**src/rtl/uart_rx_fifo.sv**
```systemverilog
// UART receiver (2-flop synchronised rx, mid-bit sampling) feeding a show-ahead word FIFO; word lands 1 cycle after stop sample.
// No backpressure on the line: a push into a full FIFO is dropped and sets sticky rx_ovr. Define UART_RX_FIFO_PARITY_EN for a parity bit.
module uart_rx_fifo #(
    parameter int DATA_BITS  = 8,
    parameter int FIFO_DEPTH = 16
) (
    input  logic                        clk,
    input  logic                        reset,
    input  logic                        rx,
    input  logic [15:0]                 baud_div,
    input  logic                        parity_odd,
    output logic [DATA_BITS-1:0]        rx_data,
    output logic                        rx_ferr,
    output logic                        rx_perr,
    input  logic                        rx_pop,
    output logic                        rx_empty,
    output logic [$clog2(FIFO_DEPTH):0] rx_level,
    output logic                        rx_ovr,
    input  logic                        ovr_clr
);
    localparam int AW = $clog2(FIFO_DEPTH);
    localparam logic [3:0] BIT_LAST = 4'(DATA_BITS - 1);
    localparam logic [AW:0] LVL_FULL = (AW + 1)'(FIFO_DEPTH);
    localparam logic [AW:0] LVL_ONE = (AW + 1)'(1);

`ifdef UART_RX_FIFO_PARITY_EN
    typedef enum logic [2:0] {IDLE, START, DATA, PARITY, STOP, WAIT_HIGH} state_t;
    typedef struct packed {
        logic                 perr;
        logic                 ferr;
        logic [DATA_BITS-1:0] data;
    } entry_t;
`else
    typedef enum logic [2:0] {IDLE, START, DATA, STOP, WAIT_HIGH} state_t;
    typedef struct packed {
        logic                 ferr;
        logic [DATA_BITS-1:0] data;
    } entry_t;
`endif

    state_t               state_q, state_d;
    logic                 rx_s1_q, rx_s2_q, rx_prev_q;
    logic [2:0]           warm_q;
    logic [15:0]          cnt_q, cnt_d;
    logic [3:0]           bit_q, bit_d;
    logic [DATA_BITS-1:0] shreg_q, shreg_d;
    logic                 push_q, push_d;
    logic                 wferr_q, wferr_d;
    logic                 fall, tick;
`ifdef UART_RX_FIFO_PARITY_EN
    logic                 par_q, par_d;
    logic                 wperr_q, wperr_d;
`else
    logic                 unused_parity_odd;
    assign unused_parity_odd = parity_odd;
`endif

    // warm_q keeps a line that was already low at reset release from looking like a fresh start edge
    assign fall = warm_q[2] & rx_prev_q & ~rx_s2_q;
    assign tick = (cnt_q == 16'd0);

    always_comb begin
        state_d = state_q;
        cnt_d   = cnt_q;
        bit_d   = bit_q;
        shreg_d = shreg_q;
        push_d  = 1'b0;
        wferr_d = wferr_q;
`ifdef UART_RX_FIFO_PARITY_EN
        par_d   = par_q;
        wperr_d = wperr_q;
`endif
        case (state_q)
            IDLE: begin
                if (fall) begin
                    state_d = START;
                    cnt_d   = baud_div >> 1;
                end
            end
            START: begin
                if (!tick) begin
                    cnt_d = cnt_q - 16'd1;
                end else if (!rx_s2_q) begin
                    state_d = DATA;
                    cnt_d   = baud_div;
                    bit_d   = 4'd0;
                end else begin
                    state_d = IDLE;
                end
            end
            DATA: begin
                if (!tick) begin
                    cnt_d = cnt_q - 16'd1;
                end else begin
                    shreg_d = {rx_s2_q, shreg_q[DATA_BITS-1:1]};
                    cnt_d   = baud_div;
                    bit_d   = bit_q + 4'd1;
                    if (bit_q == BIT_LAST) begin
`ifdef UART_RX_FIFO_PARITY_EN
                        state_d = PARITY;
`else
                        state_d = STOP;
`endif
                    end
                end
            end
`ifdef UART_RX_FIFO_PARITY_EN
            PARITY: begin
                if (!tick) begin
                    cnt_d = cnt_q - 16'd1;
                end else begin
                    par_d   = rx_s2_q;
                    cnt_d   = baud_div;
                    state_d = STOP;
                end
            end
`endif
            STOP: begin
                if (!tick) begin
                    cnt_d = cnt_q - 16'd1;
                end else begin
                    push_d  = 1'b1;
                    wferr_d = ~rx_s2_q;
`ifdef UART_RX_FIFO_PARITY_EN
                    wperr_d = ^shreg_q ^ par_q ^ parity_odd;
`endif
                    state_d = rx_s2_q ? IDLE : WAIT_HIGH;
                end
            end
            WAIT_HIGH: begin
                if (rx_s2_q) begin
                    state_d = IDLE;
                end
            end
            default: state_d = IDLE;
        endcase
    end

    always_ff @(posedge clk) begin
        if (reset) begin
            state_q   <= IDLE;
            rx_s1_q   <= 1'b1;
            rx_s2_q   <= 1'b1;
            rx_prev_q <= 1'b1;
            warm_q    <= 3'b000;
            cnt_q     <= 16'd0;
            bit_q     <= 4'd0;
            shreg_q   <= '0;
            push_q    <= 1'b0;
            wferr_q   <= 1'b0;
`ifdef UART_RX_FIFO_PARITY_EN
            par_q     <= 1'b0;
            wperr_q   <= 1'b0;
`endif
        end else begin
            state_q   <= state_d;
            rx_s1_q   <= rx;
            rx_s2_q   <= rx_s1_q;
            rx_prev_q <= rx_s2_q;
            warm_q    <= {warm_q[1:0], 1'b1};
            cnt_q     <= cnt_d;
            bit_q     <= bit_d;
            shreg_q   <= shreg_d;
            push_q    <= push_d;
            wferr_q   <= wferr_d;
`ifdef UART_RX_FIFO_PARITY_EN
            par_q     <= par_d;
            wperr_q   <= wperr_d;
`endif
        end
    end

    entry_t        mem_q [FIFO_DEPTH];
    entry_t        wr_entry, head;
    logic [AW-1:0] wr_ptr_q, rd_ptr_q;
    logic [AW:0]   level_q;
    logic          ovr_q, full, do_pop, do_push;

    assign full    = (level_q == LVL_FULL);
    assign do_pop  = rx_pop && (level_q != '0);
    assign do_push = push_q && (!full || do_pop);

`ifdef UART_RX_FIFO_PARITY_EN
    assign wr_entry = '{perr: wperr_q, ferr: wferr_q, data: shreg_q};
`else
    assign wr_entry = '{ferr: wferr_q, data: shreg_q};
`endif

    always_ff @(posedge clk) begin
        if (reset) begin
            wr_ptr_q <= '0;
            rd_ptr_q <= '0;
            level_q  <= '0;
            ovr_q    <= 1'b0;
        end else begin
            if (do_push) wr_ptr_q <= wr_ptr_q + AW'(1);
            if (do_pop)  rd_ptr_q <= rd_ptr_q + AW'(1);
            if (do_push && !do_pop) begin
                level_q <= level_q + LVL_ONE;
            end else if (!do_push && do_pop) begin
                level_q <= level_q - LVL_ONE;
            end
            // an overrun in the same cycle as ovr_clr keeps the flag set
            if (push_q && full && !do_pop) begin
                ovr_q <= 1'b1;
            end else if (ovr_clr) begin
                ovr_q <= 1'b0;
            end
        end
    end

    always_ff @(posedge clk) begin
        if (do_push) mem_q[wr_ptr_q] <= wr_entry;
    end

    assign head     = mem_q[rd_ptr_q];
    assign rx_data  = head.data;
    assign rx_ferr  = head.ferr;
`ifdef UART_RX_FIFO_PARITY_EN
    assign rx_perr  = head.perr;
`else
    assign rx_perr  = 1'b0;
`endif
    assign rx_empty = (level_q == '0);
    assign rx_level = level_q;
    assign rx_ovr   = ovr_q;

endmodule

```
**config.mk**
```make
export PLATFORM = sky130hd
export DESIGN_NAME = uart_rx_fifo
export DESIGN_NICKNAME = d
export VERILOG_FILES = /design/src/rtl/uart_rx_fifo.sv
export SDC_FILE = /design/constraint.sdc
export NUM_CORES = 1
export LEC_CHECK = 0
export ABC_AREA = 0
export BUFFER_PORTS_ARGS = -buffer_cell sky130_fd_sc_hd__buf_2
export CAP_MARGIN = 40
export CORE_MARGIN = 4
export CORE_UTILIZATION = 33
export CTS_BUF_LIST = sky130_fd_sc_hd__clkbuf_8 sky130_fd_sc_hd__clkbuf_16
export CTS_CLUSTER_DIAMETER = 60
export DETAILED_ROUTE_END_ITERATION = 6
export MAX_ROUTING_LAYER = met4
export SYNTH_ARGS = -nofsm -noshare
export SYNTH_HDL_FRONTEND = slang
export SYNTH_SLANG_ARGS = --single-unit
```
**constraint.sdc**
```tcl
create_clock -name clk -period 9.4 [get_ports clk]
set_input_delay 0.94 -clock clk [delete_from_list [all_inputs] [get_ports clk]]
set_output_delay 0.94 -clock clk [all_outputs]
set_load 0.1 [all_outputs]
```
# After elaboration in Yosys (flattened, before gate mapping)
# Memory sizes are Yosys's and may differ from the RTL's. A register that Yosys moved wholly into a read port is not among the register bits.
# Cells that the tools add are included.
[classes]
addsub = 6
eq_ne = 15
muxes = 29
n_bitwise = 4
n_reduce_logical = 24
[ops]
columns = ["op", "n"]
rows = [
  ["16-bit two-way mux", 5],
  ["16-bit one-hot mux with 4 select lines", 1],
  ["3-bit two-way mux", 7],
  ["4-bit two-way mux", 5],
  ["16-bit zero test", 1],
  ["2-bit inequality test (second input constant)", 8],
  ["16-bit by 1-bit subtractor with 16-bit output (second input constant)", 1],
  ["3-bit one-hot mux with 5 select lines", 1],
  ["4-bit by 1-bit adder with 4-bit output (second input constant)", 3],
  ["5-bit two-way mux", 2],
  ["4-bit one-hot mux with 2 select lines", 1],
  ["4-bit AND reduction", 2],
  ["3-bit by 2-bit == test with 1-bit output (second input constant)", 2],
  ["1-bit logical AND", 6],
  ["1-bit two-way mux", 6],
  ["6-bit AND reduction", 1],
  ["2-bit nonzero test", 3],
  ["5-bit by 1-bit adder with 5-bit output (second input constant)", 1],
  ["5-bit == test (second input constant)", 1],
  ["5-bit zero test", 1],
  ["5-bit nonzero test", 1],
  ["5-bit by 1-bit subtractor with 5-bit output (second input constant)", 1],
  ["4-bit by 3-bit == test with 1-bit output (second input constant)", 1],
  ["2-bit AND reduction", 2],
  ["other kinds (11)", 15],
]
[word_totals]
ff_bits = 53
ram_bits = 144
in_bits = 22
memories = 1
[memory_table]
columns = ["memory", "words", "word_bits", "read_ports", "rd_ports_with_merged_regs", "wr", "line_no", "rtl"]
rows = [
  ["mem_q", 16, 9, 1, 1, 1, "173", "entry_t mem_q [FIFO_DEPTH];"],
]

# Depth between registers and ports, before layout
# Gate-level depths: netlist of run 1.
[logic_depth]
ltp_word = 8
ltp_mapped = 13
mapped_depth_nobuf = 13

# Worst setup path after synthesis of run 1
# No wires, ideal clock.
[synth_path]
path_kind = "flip-flop to flip-flop"
from = "reg level_q[0] (netlist: rx_level[0])"
to = "reg level_q[4] (netlist: rx_level[4])"
arrival_ps = 4526
required_ps = 9272
slack_ps = 4747
stages_incl_launch_ff = 14
path_buffers = 0
path_cell_list = "dfxtp_1 > or4_1 > nor2_1 > nor2b_1 > inv_1 > ha_1 > inv_1 > ha_1 > nor2b_1 > o21a_1 > or3_1 > a21oi_1 > xnor2_1 > nor2_1"
[synth_via]
elab_chain_len = 7
[synth_rtl]
columns = ["element", "line_no", "rtl"]
rows = [
  ["start, declared", "176", "logic [AW:0] level_q;"],
  ["start signal, assigned", "199", "level_q <= level_q + LVL_ONE;"],
  ["start signal, assigned", "201", "level_q <= level_q - LVL_ONE;"],
  ["branches (longest 7 deep; another with 5-bit by 1-bit subtractor with 5-bit output)", "--", ""],
]
# Parallel ways; which one is timed is not known. The select of a mux whose other input is x is not followed.
# A chain may end at the register's enable or synchronous reset.

==> results of run 1 <==
-- cell usage in the layout, fill, tap and decap left out, types with 4 or more instances in the layout --
master and n:
clkinvlp_4 4, ha_1 12, mux4_2 45, or2_2 7
o211ai_1 4, o21ai_0 31, buf_2 36, inv_1 9
nor3_1 10, nor2b_1 6, or3_1 4, clkinv_2 7
a21oi_1 39, xor2_1 9, buf_4 12, dfxtp_1 56
edfxtp_1 144, clkbuf_16 23, buf_6 7, xnor2_1 10
nand2_1 34, nor2_1 58
-- logic make-up (layout without fill, tap and decap cells) --
kind of cell	after synthesis	count (layout)	synth area share [%]
muxes	51	51	12.7
buffers and inverters	44	105	2.14
and+or+nand+nor	152	152	9.43
AOI/OAI and AO/OA	100	100	7.07
adders and majority gates	13	13	2.01
DFF	201	201	64.6
other	1	1	0.0443
xor gates and xnor gates	19	19	1.97
-- critical path: stages (launching register included) --
cell	delay, ps
dfxtp_2	310
buf_4	600
mux4_2	630
mux4_2	510
buf_2	310
-- sequential cells by signal (all words and copies together) (netlist names), named ones only --
register and cells:
bit_q 4, rx_prev_q 1, push_q 1, state_q 3, mem_q 144, wr_ptr_q 4
wferr_q 1, rd_ptr_q 4, rx_level 5, warm_q 3, rx_s1_q 1, rx_ovr 1
cnt_q 16, shreg_q 8, rx_s2_q 1
-- where the power goes --
group,internal [mW],switching (mW),total [mW]
clock,0.511,0.348,0.859
sequential,0.956,0.0224,0.979
combinational,0.195,0.374,0.568
total,1.66,0.744,2.41
-- path summary, 6_finish.rpt --
kind	to	slack, ps	cells after the start
setup reg to reg	rx_level[4]	6090	12
hold / removal	rx_s2_q	420	1
hold reg to reg	rx_s2_q	420	1
setup / recovery	rx_data[1]	5590	4
-- cells in the mapped netlist (4+ instances only) --
| master | number | share of area [%] |
|---|---|---|
| xnor2_1 | 10 | 1.0 |
| o21ai_0 | 31 | 1.8 |
| buf_2 | 10 | 0.59 |
| a21oi_1 | 39 | 2.3 |
| or3_1 | 4 | 0.30 |
| clkbuf_1 | 20 | 0.89 |
| ha_1 | 12 | 1.8 |
| edfxtp_1 | 144 | 51 |
| nor3_1 | 13 | 0.77 |
| dfxtp_1 | 57 | 13 |
| or2_2 | 7 | 0.52 |
| nor2_1 | 58 | 2.6 |
| nor2b_1 | 6 | 0.44 |
| xor2_1 | 9 | 0.93 |
| inv_1 | 9 | 0.40 |
| mux4_2 | 45 | 12 |
| o211ai_1 | 4 | 0.35 |
| nand2_1 | 34 | 1.5 |
-- layer usage --
metal,vias to the layer above,GRT usage [%]
li1,2319,-
met1,2559,17.7
met2,157,21.3
met3,28,1.90
met4,0,3.07
met5,-,-
-- per-stage QoR --
step	hold WS (ps)	util, %	total power [mW]
final	423	39.0	2.41
after floorplan	389	-	1.46
after detailed placement	419	36.1	1.57
after CTS	438	39.0	2.43
after global routing	446	39.0	2.51
after global placement	419	35.5	1.55
-- final cells by class --
type	instances	area, µm²
flip-flops and latches	201	5470
fillers	2298	15400
clock inverters	16	146
well taps	330	413
inverters	10	37.5
clock buffers	24	589
repair buffers	55	349
multi-input cells	336	2830
==> impl_metrics.py, run 1 <==
metrics = {
    "floorplan": {
        "dieArea_um2": 28300,
        "die_w_um": 168,
        "die_h_um": 168,
        "core_area_um2": 25200,
        "ios": 39,
        "row_count": 58,
        "initial_core_util_pct": 33.6,
    },
    "synth": {
        "synthArstFlopShare_pct": 0,
        "synth.distinct_cells": 58,
        "synth_warnings": 0,
        "ys.flop_type": "edfxtp_1",
        "synthesis.area_um2": 8460,
        "synth_edf_count": 144,
        "yosysSeqAreaShare_pct": 64.6,
        "syn_nets": 616,
        "ys_ff_latch": 201,
        "syn_area_per_cell_um2": 14.6,
        "syn_inst": 581,
    },
    "route": {
        "firstDrtPassIters": 5,
        "drtIter0Drc": 503,
        "avgViaCountPerCell": 5.21,
        "drcViolationCount": 0,
        "wl_um": 18200,
        "wl_met3_um": 825,
        "wl_met2_um": 8950,
        "highest_layer": "met4",
        "drt-met1-wl_um": 8120,
        "via_count": 5063,
        "avgRoutedWirePerCell_um": 18.8,
        "ant_nets": 0,
    },
    "clocking": {
        "root_buffer": "clkbuf_16",
        "numCtsBuffers": 23,
        "ctsResizeCount": 0,
        "cts_tree": "yes",
        "ctsHtreeMaxLevel": 1,
        "cts.sinks": 201,
        "clk_latency_ps": 500,
        "postCtsSetupBuffers": 0,
        "hold_buffers": 0,
        "cts_buffer_depth": 3,
        "path_clk_slew_ps": 60,
    },
    "global_routing": {
        "overflow": 0,
        "grt_pass1_vias": 5236,
        "grt_first_pass_wirelength_um": 28800,
        "antenna_found_initial": 0,
        "grt_util_all_layers_pct": 13.1,
        "grt_max_degree": 46,
    },
    "cells_and_area": {
        "drive_gt1_share_pct": 25.2,
        "nets": 662,
        "diodes": 0,
        "area_growth_syn_to_layout_pct": 16.2,
        "final_cell_count_no_fill": 972,
        "design_area_um2": 9830,
    },
    "timing": {
        "setup_tns_ps": 0,
        "tightest_slew_ps": 868,
        "report.final.slew_viol_count": 0,
        "finalHoldViolCount": 0,
        "post-route-period-util_pct": 40.6,
        "rsz0062_at_grt": "no",
        "period_needed_ps": 3810,
        "finalSetupViolCount": 0,
        "finClkSkew_ps": 10.1,
        "fmax_mhz": 262,
        "finalWorstSetupSlack_ps": 5590,
        "slew_headroom_pct": 42.1,
    },
    "placement": {
        "place_inst": 930,
        "hpwlAfterDp_um": 12000,
        "gp_congestion": 0.849,
        "placed_area_um2": 9080,
        "io_buffers": 36,
        "place_ws_ps": 5870,
    },
    "flow_run": {
        "drv_cap": 0,
    },
    "worst_setup_path": {
        "crit_type": "register to primary output",
        "cp.required_ps": 8460,
        "reg2reg_from": "rx_level[0]",
        "arrival_ps": 2870,
        "worstSetupStartpointType": "register",
        "cp_max_fo": 36,
        "critPathCaptureType": "primary output",
    },
    "power_and_ir_drop": {
        "ir_drop_v": 0.000250,
        "power.leakage_nw": 3.29,
        "power.density_nw_per_um2": 245,
    },
    "worst_hold_path": {
        "hold_class": "register to register",
        "worstHoldStart": "rx_s1_q",
    },
    "run_status": {
        "status": "completed",
    },
}
Note: power is estimated with default switching activity, not from simulation.
==> run 2, diff against run 1 <==
==> constraint.sdc (replaced) <==
create_clock -name clk -period 3.8 [get_ports clk]
set_input_delay 0.38 -clock clk [delete_from_list [all_inputs] [get_ports clk]]
set_output_delay 0.38 -clock clk [all_outputs]
set_load 0.1 [all_outputs]
==> run 2 against run 1 <==
Compared with the run above: clock power grew 140%; largest power group unchanged; critical path depth is 8 higher; utilization is 0.23 points lower; flip-flop and latch count unchanged; final cell count shrank 0.10%; via count decreased by 1.4%.
==> impl_metrics.py, run 2 (synthesis results as in run 1) <==
metrics = {
    "run_status": {
        "status": "completed",
    },
    "cells_and_area": {
        "fillers": 2309,
        "nets": 659,
        "reg_top3": "mem_q: 144 flops, cnt_q: 16 flops, shreg_q: 8 flops",
        "final_cell_count_no_fill": 971,
        "final_cell_mix": "edfxtp_1, nor2_1, dfxtp_1",
        "area_growth_syn_to_layout_pct": 15.5,
        "final_common_cell": "edfxtp_1",
        "largest-register": "mem_q",
        "drive_gt1_share_pct": 23.4,
        "largest_reg_flops": 144,
        "diodes": 0,
    },
    "flow_run": {
        "drv_cap": 0,
    },
    "placement": {
        "place_ws_ps": 509,
        "hpwlAfterDp_um": 11300,
        "gp_congestion": 0.822,
        "io_buffers": 36,
        "place_inst": 929,
    },
    "worst_hold_path": {
        "hold_class": "primary input to register",
        "whs_path_depth": 2,
        "worstHoldStart": "rx",
        "hold_end": "rx_s1_q",
    },
    "clocking": {
        "hold_buffers": 0,
        "cts_tree": "yes",
        "cts_buffer_depth": 3,
        "clk_latency_ps": 500,
        "numCtsBuffers": 23,
        "postCtsSetupBuffers": 0,
        "ctsHtreeMaxLevel": 1,
        "ctsResizeCount": 0,
        "path_clk_slew_ps": 50,
        "cts.sinks": 201,
        "root_buffer": "clkbuf_16",
    },
    "timing": {
        "holdWs_ps": 68.4,
        "rsz0062_at_grt": "no",
        "tightest_slew_ps": 813,
        "fmax_mhz": 298,
        "report.final.slew_viol_count": 0,
        "slew_headroom_pct": 45.8,
        "finalHoldViolCount": 0,
        "finClkSkew_ps": 11.6,
        "setup_tns_ps": 0,
        "period_needed_ps": 3360,
        "finalWorstSetupSlack_ps": 439,
        "post-route-period-util_pct": 88.5,
        "finalSetupViolCount": 0,
    },
    "worst_setup_path": {
        "cp.required_ps": 4150,
        "worstSetupStartpointType": "register",
        "regToRegSetupSlack_ps": 440,
        "crit_type": "register to register",
        "critPathCaptureType": "register",
        "reg2regPathDepth": 12,
        "reg2reg_from": "rx_level[0]",
        "cp_max_fo": 9,
        "r2r-end": "rx_level[4]",
        "arrival_ps": 3710,
    },
    "route": {
        "drcViolationCount": 0,
        "drtIter0Drc": 396,
        "ant_nets": 0,
        "avgRoutedWirePerCell_um": 18.0,
        "wl_um": 17500,
        "avgViaCountPerCell": 5.14,
        "wl_met2_um": 8640,
        "wl_met3_um": 857,
        "via_count": 4994,
        "firstDrtPassIters": 5,
        "drt-met1-wl_um": 7690,
        "highest_layer": "met4",
    },
    "floorplan": {
        "initial_core_util_pct": 33.6,
        "dieArea_um2": 28300,
        "ios": 39,
        "core_area_um2": 25200,
        "row_count": 58,
        "die_w_um": 168,
        "die_h_um": 168,
    },
    "global_routing": {
        "grt_first_pass_wirelength_um": 28100,
        "antenna_found_initial": 0,
        "grt_util_all_layers_pct": 12.7,
        "grt_max_degree": 46,
        "overflow": 0,
        "grt_pass1_vias": 4981,
    },
    "power_and_ir_drop": {
        "ir_drop_v": 0.000815,
        "p_seq_share_pct": 41.3,
        "intPower_mw": 4.10,
        "power.density_nw_per_um2": 605,
        "power_switching_mw": 1.82,
        "p_sw_share_pct": 30.7,
        "clkPwrFrac_pct": 35.1,
        "design_power_total_mw": 5.92,
        "combPwrFrac_pct": 23.6,
        "power.leakage_nw": 3.27,
    },
}
-- run 2: stage by stage --
step	cell area (µm²)	util, %
3_3_place_gp	9010	35.8
3_5_place_dp	9050	35.9
2_1_floorplan	8470	-
4_1_cts	9770	38.8
5_1_grt	9770	38.8
6_report	9770	38.8
-- run 2: worst max-delay path by stage --
| stage | start | end | slack, ps | cells after the start |
|---|---|---|---|---|
| floorplan | rx_level[0] | rx_level[4] | 3 | 13 |
| global placement | rx_level[0] | rx_level[4] | 580 | 12 |
| detailed placement | rx_level[0] | rx_level[4] | 510 | 12 |
| CTS | rx_level[0] | rx_level[4] | 450 | 12 |
| global route | rx_level[0] | rx_level[4] | 240 | 12 |
| finish | rx_level[0] | rx_level[4] | 440 | 12 |
-- run 2: power by group through the flow --
stage | clock, mW | sequential (mW) | combinational [mW]
4_1_cts | 2.13 | 2.44 | 1.41
6_report | 2.08 | 2.44 | 1.40
3_5_place_dp | 0 | 2.49 | 1.40
5_1_grt | 2.24 | 2.45 | 1.50
2_1_floorplan | 0 | 2.57 | 1.05
3_3_place_gp | 0 | 2.48 | 1.38
-- run 2: worst max-delay path, cell delays in order, from the launching register on --
cell	delay (ps)
dfxtp_1	350
or4_1	600
nor3b_1	290
nor2b_1	220
ha_1	300
inv_1	150
ha_1	260
nor2b_1	150
o21a_1	180
or3_1	320
a21oi_1	190
xnor2_1	150
nor2_1	60
-- run 2: final cells by class --
cell class                      instances  area (µm²)  share of cell area (%)
Clock buffer                           23         576                    5.89
Sequential cell                       201        5470                    55.9
Multi-Input combinational cell        336        2820                    28.9
Inverter                               10        37.5                   0.384
Tap cell                              330         413                    4.23
Timing Repair Buffer                   52         313                    3.20
Clock inverter                         19         145                    1.49
-- run 2: metal layers --
metal  vias up  GRT usage [%]
met3        23           2.18
met5         -              -
met4         0           2.68
met1      2515           17.1
li1       2328              -
met2       128           20.6
==> run 3, diff against run 2 <==
--- a/config.mk
+++ b/config.mk
@@ -9,7 +9,7 @@
 export BUFFER_PORTS_ARGS = -buffer_cell sky130_fd_sc_hd__buf_2
 export CAP_MARGIN = 40
 export CORE_MARGIN = 4
-export CORE_UTILIZATION = 33
+export CORE_UTILIZATION = 40
 export CTS_BUF_LIST = sky130_fd_sc_hd__clkbuf_8 sky130_fd_sc_hd__clkbuf_16
 export CTS_CLUSTER_DIAMETER = 60
 export DETAILED_ROUTE_END_ITERATION = 6
==> constraint.sdc (replaced) <==
create_clock -name clk -period 3.8 [get_ports clk]
set_input_delay 0.38 -clock clk [delete_from_list [all_inputs] [get_ports clk]]
set_output_delay 0.38 -clock clk [all_outputs]
set_load 0.05 [all_outputs]
==> run 3 against run 2 <==
Compared with the run above: setup slack improved by 160 ps; via count rose by 0.14%; sequential power barely moved; non-clock buffer count rose by 5; clock-buffer cell count rose by 2; clock skew barely moved; critical endpoint unchanged.
==> impl_metrics.py, run 3 (synthesis results as in run 1) <==
metrics = {
    "run_status": {
        "status": "completed",
    },
    "clocking": {
        "postCtsSetupBuffers": 0,
        "cts.sinks": 201,
        "path_clk_slew_ps": 60,
        "ctsHtreeMaxLevel": 1,
        "cts_buffer_depth": 3,
        "cts_tree": "yes",
        "hold_buffers": 0,
        "numCtsBuffers": 22,
        "clk_latency_ps": 500,
        "ctsResizeCount": 0,
        "root_buffer": "clkbuf_16",
    },
    "cells_and_area": {
        "diodes": 0,
        "reg_top3": "mem_q: 144 flops, cnt_q: 16 flops, shreg_q: 8 flops",
        "largest_reg_flops": 144,
        "final_common_cell": "edfxtp_1",
        "nets": 663,
        "drive_gt1_share_pct": 23.8,
        "area_growth_syn_to_layout_pct": 14.9,
        "final_cell_mix": "edfxtp_1, nor2_1, dfxtp_1",
        "final_cell_count_no_fill": 913,
        "largest-register": "mem_q",
    },
    "worst_setup_path": {
        "cp.required_ps": 4170,
        "critPathCaptureType": "register",
        "worstSetupStartpointType": "register",
        "r2r-end": "rx_level[4]",
        "crit_path_max_incr_delay_ps": 560,
        "reg2regPathDepth": 12,
        "crit_type": "register to register",
        "regToRegSetupSlack_ps": 600,
        "cp_cell_sequence": "or4_1 -> nor3b_1 -> nor2b_1 -> ha_1 -> inv_1 -> ha_1 -> nor2b_1 -> o21a_1 -> or3_1 -> a21oi_1 -> xnor2_1 -> nor2_1",
        "reg2reg_from": "rx_level[0]",
        "arrival_ps": 3560,
        "cp_max_fo": 9,
        "slowest_stage": "or4_1",
    },
    "worst_hold_path": {
        "hold_class": "primary input to register",
        "whs_path_depth": 2,
        "worstHoldStart": "rx",
        "hold_end": "rx_s1_q",
    },
    "power_and_ir_drop": {
        "combPwrFrac_pct": 21.1,
        "ir_drop_v": 0.000494,
        "p_seq_share_pct": 42.8,
        "power.density_nw_per_um2": 582,
        "power.leakage_nw": 3.29,
        "power_switching_mw": 1.57,
        "intPower_mw": 4.08,
        "design_power_total_mw": 5.66,
        "clkPwrFrac_pct": 36.1,
        "p_sw_share_pct": 27.8,
    },
    "floorplan": {
        "dieArea_um2": 23500,
        "initial_core_util_pct": 41.3,
        "die_h_um": 153,
        "row_count": 52,
        "die_w_um": 153,
        "core_area_um2": 20500,
        "ios": 39,
    },
    "timing": {
        "fmax_mhz": 313,
        "slew_headroom_pct": 49.7,
        "period_needed_ps": 3200,
        "report.final.slew_viol_count": 0,
        "finalWorstSetupSlack_ps": 603,
        "finalHoldViolCount": 0,
        "post-route-period-util_pct": 84.1,
        "setup_tns_ps": 0,
        "rsz0062_at_grt": "no",
        "finalSetupViolCount": 0,
        "holdWs_ps": 66.1,
        "tightest_slew_ps": 755,
        "finClkSkew_ps": 12.0,
    },
    "route": {
        "via_count": 5001,
        "avgViaCountPerCell": 5.48,
        "drtIter0Drc": 411,
        "drcViolationCount": 0,
        "wl_um": 17100,
        "ant_nets": 0,
        "avgRoutedWirePerCell_um": 18.7,
        "firstDrtPassIters": 5,
    },
    "placement": {
        "place_ws_ps": 582,
        "io_buffers": 36,
        "place_inst": 874,
        "hpwlAfterDp_um": 10900,
        "gp_congestion": 0.816,
    },
    "global_routing": {
        "grt_pass1_vias": 5016,
        "antenna_found_initial": 0,
        "grt_max_degree": 46,
        "overflow": 0,
        "grt_util_all_layers_pct": 14.9,
        "grt_first_pass_wirelength_um": 27600,
    },
    "flow_run": {
        "drv_cap": 0,
    },
}
## run 3: changes by cell type in the layout (fill, tap and decap cells not counted)
cell / previous run / this run
nor2_4: 2 / 1
bufinv_16: 2 / 1
clkinv_1: 8 / 4
inv_1: 12 / 14
clkinv_2: 4 / 2
clkbuf_16: 23 / 24
buf_4: 15 / 20
nor2_1: 57 / 58
clkinv_4: 0 / 1
clkbuf_8: 0 / 1
inv_6: 1 / 0
## run 3: critical path, delay by kind of cell, from the launching register on
kind | cells | cell delay [ps]
and+or+nand+nor | 6 | 1530
AOI/OAI and AO/OA | 2 | 340
DFF | 1 | 350
buffers and inverters | 1 | 150
xor gates and xnor gates | 1 | 140
adders and majority gates | 2 | 560
## run 3: final cells by class
cell class,count,area (µm²)
Clock buffer,25,614
Clock inverter,14,97.6
Fill cell,1791,10800
Inverter,10,37.5
Multi-Input combinational cell,336,2810
Sequential cell,201,5470
Tap cell,270,338
Timing Repair Buffer,57,350
## run 3: power by group through the flow
stage / Clock (mW) / Combinational (mW) / Sequential [mW]
floorplan: 0 / 0.905 / 2.51
global placement: 0 / 1.19 / 2.46
detailed placement: 0 / 1.21 / 2.47
CTS: 2.10 / 1.21 / 2.42
global route: 2.20 / 1.30 / 2.43
finish: 2.04 / 1.20 / 2.42
## run 3: layer usage
| metal | GRT usage [%] | wire, µm | vias up |
|---|---|---|---|
| met5 | - | 0 | - |
| met4 | 3.66 | 325 | 0 |
| met3 | 2.46 | 849 | 34 |
| met2 | 24.3 | 8400 | 132 |
| met1 | 19.8 | 7520 | 2513 |
| li1 | - | - | 2322 |
## run 3: per-stage QoR
step                      cell area [µm²]  util [%]
final                                9720      47.4
after global placement               8970      43.8
after global routing                 9720      47.4
after detailed placement             9010      43.9
after floorplan                      8460         -
after CTS                            9720      47.4
## run 3: worst max path at each step
stage                            from          end  slack (ps)
after floorplan           rx_level[0]  rx_level[4]          70
after global placement    rx_level[0]  rx_level[4]         680
final                     rx_level[0]  rx_level[4]         600
after detailed placement  rx_level[0]  rx_level[4]         580
after CTS                 rx_level[0]  rx_level[4]         570
after global routing      rx_level[0]  rx_level[4]         350
